--- src/rtl/fpu_div_sched.sv ---
// fpu_div_sched
// Round-robin scheduler that shares one sequential FP divider among
// NUM_REQ requesters. One operation is in flight at a time. A +/-0
// divisor is answered locally with a signed infinity and the overflow
// flag, without starting the divider. A divider that never finishes is
// cut off after TIMEOUT wait cycles with a timeout response.
//
// Ports
//   clk, clrn           clock; synchronous active-high reset
//   req_valid/req_ready per-requester request handshake (ready is one-hot)
//   req_a, req_b        packed operands, requester i at [i*X +: X]
//   resp_valid          one-hot response valid towards the granted requester
//   resp_ready          per-requester response accept
//   resp_out            quotient, with resp_overflow/underflow/timeout flags
//   div_a, div_b        operands to the divider (held while it works)
//   div_start           one-cycle start pulse to the divider
//   div_done            divider result pulse, with div_out and its flags
//   busy                high whenever an operation is in progress
module fpu_div_sched #(
  parameter int X       = 32,
  parameter int NUM_REQ = 4,
  parameter int TIMEOUT = 64
) (
  input  logic                 clk,
  input  logic                 clrn,
  input  logic [NUM_REQ-1:0]   req_valid,
  input  logic [NUM_REQ*X-1:0] req_a,
  input  logic [NUM_REQ*X-1:0] req_b,
  output logic [NUM_REQ-1:0]   req_ready,
  output logic [NUM_REQ-1:0]   resp_valid,
  input  logic [NUM_REQ-1:0]   resp_ready,
  output logic [X-1:0]         resp_out,
  output logic                 resp_overflow,
  output logic                 resp_underflow,
  output logic                 resp_timeout,
  output logic [X-1:0]         div_a,
  output logic [X-1:0]         div_b,
  output logic                 div_start,
  input  logic                 div_done,
  input  logic [X-1:0]         div_out,
  input  logic                 div_overflow,
  input  logic                 div_underflow,
  output logic                 busy
);

  localparam int GW = (NUM_REQ > 1) ? $clog2(NUM_REQ) : 1;
  localparam int EW = (X == 64) ? 11 : 8;
  localparam int MW = X - 1 - EW;
  localparam int CW = $clog2(TIMEOUT) + 1;
  localparam logic [CW-1:0]      WAIT_LAST = CW'(TIMEOUT - 1);
  localparam logic [NUM_REQ-1:0] ONE_HOT0  = NUM_REQ'(1);

  typedef enum logic [1:0] {IDLE, ISSUE, WAIT, RESP} state_t;

  state_t            state;
  logic [GW-1:0]     grant;
  logic [GW-1:0]     last_grant;
  logic [X-1:0]      a_q;
  logic [X-1:0]      b_q;
  logic [X-1:0]      res_q;
  logic              ovf_q;
  logic              unf_q;
  logic              tmo_q;
  logic [CW-1:0]     wait_cnt;
  logic              start_q;
  logic              busy_q;
  logic [NUM_REQ-1:0] resp_valid_q;

  logic [X-1:0]      a_arr [NUM_REQ];
  logic [X-1:0]      b_arr [NUM_REQ];
  logic              pick_found;
  logic [GW-1:0]     pick_idx;
  logic [GW-1:0]     scan_idx;
  logic [X-1:0]      sel_a;
  logic [X-1:0]      sel_b;

  // Unpack the operand buses so the arbiter pick can index them directly.
  always_comb begin
    for (int i = 0; i < NUM_REQ; i++) begin
      a_arr[i] = req_a[i*X +: X];
      b_arr[i] = req_b[i*X +: X];
    end
  end

  // Round-robin scan starting just after the last requester served.
  always_comb begin
    pick_found = 1'b0;
    pick_idx   = '0;
    scan_idx   = '0;
    for (int k = 1; k <= NUM_REQ; k++) begin
      scan_idx = GW'((int'(last_grant) + k) % NUM_REQ);
      if (!pick_found && req_valid[scan_idx]) begin
        pick_found = 1'b1;
        pick_idx   = scan_idx;
      end
    end
  end

  assign sel_a = a_arr[pick_idx];
  assign sel_b = b_arr[pick_idx];

  // Accept is combinational so a requester is taken in the same cycle it is
  // picked; it is suppressed during reset so nothing is accepted and lost.
  always_comb begin
    req_ready = '0;
    if (state == IDLE && !clrn && pick_found) req_ready[pick_idx] = 1'b1;
  end

  // Single control process: arbitration accept, divider issue, bounded
  // wait and response hold. All handshake outputs except req_ready are
  // registered here.
  always_ff @(posedge clk) begin
    if (clrn) begin
      state        <= IDLE;
      grant        <= '0;
      last_grant   <= GW'(NUM_REQ - 1);
      a_q          <= '0;
      b_q          <= '0;
      res_q        <= '0;
      ovf_q        <= 1'b0;
      unf_q        <= 1'b0;
      tmo_q        <= 1'b0;
      wait_cnt     <= '0;
      start_q      <= 1'b0;
      busy_q       <= 1'b0;
      resp_valid_q <= '0;
    end else begin
      case (state)
        IDLE: begin
          if (pick_found) begin
            grant  <= pick_idx;
            a_q    <= sel_a;
            b_q    <= sel_b;
            busy_q <= 1'b1;
            // A +/-0 divisor never reaches the divider: signed infinity.
            if (sel_b[X-2:0] == '0) begin
              res_q        <= {sel_a[X-1] ^ sel_b[X-1], {EW{1'b1}}, {MW{1'b0}}};
              ovf_q        <= 1'b1;
              unf_q        <= 1'b0;
              tmo_q        <= 1'b0;
              resp_valid_q <= ONE_HOT0 << pick_idx;
              state        <= RESP;
            end else begin
              start_q <= 1'b1;
              state   <= ISSUE;
            end
          end
        end
        ISSUE: begin
          start_q  <= 1'b0;
          wait_cnt <= '0;
          state    <= WAIT;
        end
        WAIT: begin
          wait_cnt <= wait_cnt + CW'(1);
          // A done arriving on the timeout cycle still delivers its result.
          if (div_done) begin
            res_q        <= div_out;
            ovf_q        <= div_overflow;
            unf_q        <= div_underflow;
            tmo_q        <= 1'b0;
            resp_valid_q <= ONE_HOT0 << grant;
            state        <= RESP;
          end else if (wait_cnt == WAIT_LAST) begin
            res_q        <= '0;
            ovf_q        <= 1'b0;
            unf_q        <= 1'b0;
            tmo_q        <= 1'b1;
            resp_valid_q <= ONE_HOT0 << grant;
            state        <= RESP;
          end
        end
        RESP: begin
          if (resp_ready[grant]) begin
            last_grant   <= grant;
            resp_valid_q <= '0;
            busy_q       <= 1'b0;
            state        <= IDLE;
          end
        end
        default: state <= IDLE;
      endcase
    end
  end

  assign resp_valid     = resp_valid_q;
  assign resp_out       = res_q;
  assign resp_overflow  = ovf_q;
  assign resp_underflow = unf_q;
  assign resp_timeout   = tmo_q;
  assign div_a          = a_q;
  assign div_b          = b_q;
  assign div_start      = start_q;
  assign busy           = busy_q;

endmodule

--- config.mk ---
export PLATFORM = sky130hd
export DESIGN_NAME = fpu_div_sched
export DESIGN_NICKNAME = d
export VERILOG_FILES = /design/src/rtl/fpu_div_sched.sv
export SDC_FILE = /design/constraint.sdc
export NUM_CORES = 1
export LEC_CHECK = 0
export ABC_AREA = 1
export CAP_MARGIN = 20
export CORE_MARGIN = 3
export CORE_UTILIZATION = 25
export DETAILED_ROUTE_END_ITERATION = 12
export DONT_BUFFER_PORTS = 1
export PLACE_DENSITY_LB_ADDON = 0.25
export SLEW_MARGIN = 10
export SYNTH_ARGS = -nofsm -noshare
export SYNTH_HDL_FRONTEND = slang
export SYNTH_SLANG_ARGS = --single-unit
--- constraint.sdc ---
create_clock -name clk -period 3.3 [get_ports clk]
set_clock_uncertainty 0.15 [all_clocks]
set_input_delay 0.66 -clock clk [delete_from_list [all_inputs] [get_ports clk]]
set_output_delay 0.66 -clock clk [all_outputs]
set_load 0.01 [all_outputs]
**Word-level counts from Yosys, hierarchy flattened**

Index checks and enable logic that the tools add are counted.

- ROM bits: 0
- Register bits: 118
- Input bits: 301
- Output and inout port bits: 109
- Memories: 0
- Bits in latches: 0
- Memory bits (writable): 0
- Logic and storage cells: 126

- Equality and inequality tests: 9
- $lt $le $gt $ge: 8
- Divide/modulo/power cells: 0
- Add/sub/neg operators: 5
- Mux-type cells: 63
- Shift-type cells: 2
- $mul: 0
- Bitwise logic cells: 2
- Reductions and logical operators: 24

Operators by type and width:

| cell | count |
|---|---|
| 2-to-1 mux 32 bit | 8 |
| binary-select mux 32 bit (select 2 bit) | 2 |
| one-hot mux 32 bit (2 select lines) | 1 |
| logical NOT 31 bit | 1 |
| 2-to-1 mux 4 bit | 6 |
| 2-to-1 mux 1 bit | 23 |
| < comparator 2 x 3 -> 1 bit, second input constant | 6 |
| 2-to-1 mux 2 bit | 9 |
| one-hot mux 7 bit (2 select lines) | 1 |
| one-hot mux 4 bit (3 select lines) | 1 |
| binary-select mux 1 bit (select 2 bit) | 5 |
| one-hot mux 1 bit (2 select lines) | 5 |
| AND reduction 3 bit | 3 |
| one-hot mux 2 bit (4 select lines) | 1 |
| nonzero test 2 bit | 4 |
| left shift 1 x 2 -> 4 bit, first input constant | 2 |
| adder 7 x 1 -> 7 bit, second input constant | 1 |
| equality test 7 x 6 -> 1 bit, second input constant | 1 |
| logical AND 1 bit | 6 |
| inequality test 2 bit, second input constant | 3 |
| AND reduction 5 bit | 1 |
| adder 2 x 1 -> 2 bit, second input constant | 2 |
| adder 2 bit, second input constant | 2 |
| equality test 2 bit, second input constant | 2 |
| 13 further kinds | 17 |

**Longest topological paths before layout**

- Depth in word-level cells: 21
- Gate-level depth with buffers: 29
- Mapped depth without buffers: 24

**Least setup slack after synthesis**

No wires, ideal clock.

- Path type: input port to output port
- Start: input req_valid[3]
- End: output req_ready[1]
- Stages: 13
- Setup slack: 0.068 ns
- Buffers on the path: 3
- Data arrival time: 2.422 ns
- Data required time: 2.490 ns
- Cell sequence: inv_1 -> nand2_1 -> nand2_1 -> nand2_1 -> nand2_1 -> nand4_1 -> nand2_1 -> nor2_2 -> buf_2 -> buf_1 -> clkbuf_1 -> nand2_1 -> nor2_1

- Cells in the longest elaborated chain, start to end: 17
- Elaborated cells between the ends (all ways): 29
- Those cells by class: order compare (2); mux (19); reduce/logical (8)

RTL lines:

| element | RTL line | text |
|---|---|---|
| start, declared | 26 | `input logic [NUM_REQ-1:0] req_valid,` |
| binary-select mux 1 bit (select 2 bit) | 92 | `if (!pick_found && req_valid[scan_idx]) begin` |
| 2-to-1 mux 1 bit (implied by the code) | 92 |  |
| 2-to-1 mux 1 bit | 92 |  |
| logical NOT 1 bit | 92 |  |
| logical AND 1 bit | 92 |  |
| 2-to-1 mux 1 bit | 92 |  |
| logical NOT 1 bit | 92 |  |
| logical AND 1 bit | 92 |  |
| 2-to-1 mux 1 bit | 92 |  |
| logical NOT 1 bit | 92 |  |
| logical AND 1 bit | 92 |  |
| 2-to-1 mux 2 bit | 92 |  |
| < comparator 2 x 3 -> 1 bit (implied by the code) / greater-or-equal comparator 2 x 1 -> 1 bit (equally long branches) | 106 | `if (state == IDLE && !clrn && pick_found) req_ready[pick_idx] = 1'b1;` |
| logical AND 1 bit (implied by the code) | 106 |  |
| 2-to-1 mux 1 bit (implied by the code) | 106 |  |
| demux 1 bit (select 2 bit) | 106 |  |
| 2-to-1 mux 4 bit (*) | 106 |  |
| end, declared | 29 | `output logic [NUM_REQ-1:0] req_ready,` |

Mark *: on every way between the ends. The rest lies on a longest branch, timed or not. The select of a mux whose other input is x is not followed.

**Final worst setup path**

- Start: register last_grant[0]
- End: register res_q[1] (netlist: resp_out[1])

- Cells in the longest elaborated chain, start to end: 20
- Elaborated cells between the ends (all ways): 34
- Those cells by class: add/sub (4); eq/ne (2); mux (19); bitwise (1); reduce/logical (8)

RTL lines:

| element | RTL line | text |
|---|---|---|
| start, declared | 57 | `logic [GW-1:0] last_grant;` |
| start signal, assigned | 116 | `last_grant <= GW'(NUM_REQ - 1);` |
| start signal, assigned | 175 | `last_grant <= grant;` |
| adder 2 x 1 -> 2 bit | 91 | `scan_idx = GW'((int'(last_grant) + k) % NUM_REQ);` |
| binary-select mux 1 bit (select 2 bit) | 92 |  |
| 2-to-1 mux 1 bit (implied by the code) | 92 |  |
| 2-to-1 mux 1 bit | 92 |  |
| logical NOT 1 bit | 92 |  |
| logical AND 1 bit | 92 |  |
| 2-to-1 mux 1 bit | 92 |  |
| logical NOT 1 bit | 92 |  |
| [3 not listed] | - |  |
| logical AND 1 bit | 92 |  |
| 2-to-1 mux 2 bit | 92 |  |
| NOT 2 -> 3 bit (implied by the code) | 100 | `assign sel_b = b_arr[pick_idx];` |
| binary-select mux 32 bit (select 2 bit) | 100 |  |
| 2-to-1 mux 32 bit (implied by the code) (2 in a row) | 100 |  |
| logical NOT 31 bit | 136 | `if (sel_b[X-2:0] == '0) begin` |
| inequality test 2 x 1 -> 1 bit (no line) | - |  |
| AND reduction 4 bit (no line) (*) | - |  |
| end signal, assigned | 137 | `res_q <= {sel_a[X-1] ^ sel_b[X-1], {EW{1'b1}}, {MW{1'b0}}};` |
| end signal, assigned | 158 | `res_q <= div_out;` |
| end, declared | 60 | `logic [X-1:0] res_q;` |

Marked as above.
A chain may end at the register's enable or synchronous reset.

==> out/metrics.cfg <==
[clock_tree]
insertion_delay_ns = 0.42
clock_path_buffers = 2
cts_buffers = 17
cts_hold_buf = 0
htreeDepth = 4
clock-root-buffer = clkbuf_16
path_clk_slew_ns = 0.07
cts_sinks = 118
cts_tree = yes

[timing]
fin_crit_sh_pct = 97.0
layout_min_cycle_time_ns = 3.20
maxSlewHeadroom_pct = 56.8
fin_setup_tns_ns = 0
worstMarginPinSlew_ns = 0.646
fmax_mhz = 312
hold_viol_final = 0
maxSlewViolCount = 0
setup_viol = 0
rsz0062_at_grt = yes

[die]
start_util_pct = 25.8
dieArea_um2 = 30300
core_area_um2 = 27400
fp.dieH_um = 174
ios = 410
num_rows = 60
die_w_um = 174

[final_layout]
final_util_pct = 36.1
nets = 1478
fillers = 2944
drive_gt1_share_pct = 25.8
instances_no_fill = 1559
area_growth_pct = 39.8

[synth]
synth_top_area_cell = dfxtp_1
netlist_area_um2 = 7070
synth.distinct_cells = 29
yosysSeqAreaShare_pct = 33.4
yosys-top-cells-area = dfxtp_1, nand2_1, nand3_1
ys_ff_latch = 118
synth.avg_cell_area_um2 = 6.40
synthCells = 1105
ys_warn_count = 0
syn-num-nets = 1412
yosysTopAreaCellShare_pct = 33.4

[pwr]
leakagePower_nw = 4.37
powerDensity_nw_per_um2 = 1210
p_total_mw = 11.9
ir_worst_vdd_v = 0.000553

[worst_setup_path]
endpoint_kind = flip-flop
startpoint = last_grant[0]$_SDFFE_PP1P_
cp_max_fo = 8
crit_path_start_kind = flip-flop
path_class = reg2reg
cp.required_ns = 3.46
critical_path.endpoint = resp_out[1]$_SDFFE_PP0P_
rr_endpoint = resp_out[1]$_SDFFE_PP0P_
reg2regPathDepth = 24
rr_startpoint = last_grant[0]$_SDFFE_PP1P_
r2r_slack_ns = 0.1
arrival_ns = 3.36

[global_routing]
grt_max_degree = 131
grt-ovfl-total = 0
grt_pass1_vias = 7762
grt_util_all_layers_pct = 19.0
grt_pass1_wl_um = 45300
antenna_found_initial = 3

[drt]
wl_per_cell_um = 20.2
first_iter_violations = 414
drc = 0
num_vias = 8136
viasPerCell = 5.22
drt_wl_total_um = 31400
postRouteAntennaNets = 0
firstDrtPassIters = 5

[place]
gp_congestion = 0.928
io_buffers = 0
dp_hpwl_um = 22700
dp_cells = 1491

[job]
drv_cap = 0

[hold_path]
hold_path.class = in2reg

[status]
status = finished clean

[cell type report]
cell class,instances,area (um^2),share of cell area (%)
Antenna cell,3,7.51,0.0760
Clock buffer,17,425,4.30
Clock inverter,15,158,1.60
Inverter,74,289,2.92
Multi-Input combinational cell,826,4630,46.8
Sequential cell,118,2370,24.0
Tap cell,372,465,4.71
Timing Repair Buffer,134,1540,15.6
[flip-flops by register name, indices dropped and copies added, names as in the netlist]
name and cells:
div_a 32, div_b 32, resp_out 32, wait_cnt 7, resp_valid 4, grant 2
last_grant 2, state 2, busy 1, div_start 1, resp_overflow 1, resp_timeout 1
resp_underflow 1
[cells by family (layout without fill, tap and decap cells)]
family | after synthesis | after routing | synth area share [%]
simple gates | 623 | 624 | 37.8
compound gates | 196 | 196 | 17.8
buf+inv | 162 | 240 | 9.82
flops | 118 | 118 | 33.4
fa+ha+maj | 6 | 6 | 1.06
other cells | 0 | 3 | 0
[worst min-delay path by stage]
stage                                   startpoint                        to  slack, ns  cells past startpoint
after floorplan              state[1]$_SDFFE_PP0P_     state[1]$_SDFFE_PP0P_       0.32                      2
after global placement    wait_cnt[1]$_SDFFE_PP0P_  wait_cnt[1]$_SDFFE_PP0P_       0.35                      2
after detailed placement     state[1]$_SDFFE_PP0P_     state[1]$_SDFFE_PP0P_       0.36                      2
after CTS                                     clrn     state[1]$_SDFFE_PP0P_       0.13                      1
after global routing                          clrn     state[1]$_SDFFE_PP0P_       0.13                      1
final                                         clrn     state[1]$_SDFFE_PP0P_       0.16                      1
[routing by layer]
layer,track usage [%],vias up,part of all wire (%)
li1,-,3898,-
met1,23.5,3801,41
met2,31.1,382,48
met3,5.35,55,8.3
met4,7.67,0,2.9
met5,0,-,0
[synthesized netlist by cell type]
| cell | count |
|---|---|
| nand2_1 | 308 |
| nand3_1 | 137 |
| dfxtp_1 | 118 |
| nor2_1 | 116 |
| inv_1 | 71 |
| a21oi_1 | 56 |
| clkbuf_1 | 46 |
| o21ai_0 | 43 |
| nand4_1 | 38 |
| a22oi_1 | 33 |
| a41oi_1 | 31 |
| o211ai_1 | 30 |
| buf_2 | 18 |
| buf_1 | 14 |
| buf_6 | 7 |
| ha_1 | 6 |
| nand2_2 | 6 |
| nor3_1 | 5 |
| nor3b_1 | 4 |
| buf_4 | 3 |
| inv_2 | 3 |
| nor2_2 | 3 |
| nand3b_1 | 2 |
| nor4_1 | 2 |
| a31oi_1 | 1 |
| a32o_1 | 1 |
| nand2_4 | 1 |
| nand3_2 | 1 |
| o21ai_1 | 1 |
[critical path, cell delays in order (launching register included)]
cell and delay (ns):
dfxtp_4 0.36, buf_8 0.14, nand2_4 0.08, nand2_4 0.05, nand2_2 0.05, nand2_2 0.07, nand4_1 0.12, buf_4 0.13
nand3_4 0.17, buf_12 0.20, buf_4 0.17, nand3_2 0.08, nand2_2 0.06, nor2_4 0.15, nand2_2 0.07, nor2_2 0.11
nand2_2 0.09, nor2_2 0.12, nand2_2 0.11, nand2_4 0.14, clkbuf_16 0.18, buf_12 0.11, nand3_1 0.07, nand2_1 0.08
nor2_1 0.04
[power by group]
part           leakage (nW)  switching, mW  internal, mW
registers             0.976          0.742          2.02
clock network         0.285          0.857          1.01
logic                  3.11           4.10          3.21
[stage by stage]
stage | area, um^2 | setup slack, ns | hold slack, ns
2_1_floorplan | 7070 | 0.0676 | 0.321
3_3_place_gp | 8140 | -0.383 | 0.348
3_5_place_dp | 8140 | -0.400 | 0.357
4_1_cts | 8870 | 0.00384 | 0.134
5_1_grt | 9880 | -0.106 | 0.134
6_report | 9880 | 0.0982 | 0.158
[layout by cell type (no fill, tap or decap), drive strengths merged]
cell	Yosys	final
diode	0	3
clkbuf	46	28
nand3b	2	2
a31oi	1	1
ha	6	6
nor3	5	5
clkinvlp	0	1
nand4	38	38
nand2	315	316
nor4	2	2
clkinv	0	5
nor3b	4	4
nand3	138	138
o21ai	44	44
a41oi	31	31
a32o	1	1
o211ai	30	30
nor2	119	119
a22oi	33	33
buf	42	123
a21oi	56	56
dfxtp	118	118
inv	74	83
[repair_timing]
item / CTS / global route
setup endpoints to repair: 43 / 44
pin swaps: 3 / 58
buffers inserted: 4 / 16
gates resized for setup: 26 / 162
gates cloned: 1 / 13
Power figures use the tool's default switching activity.
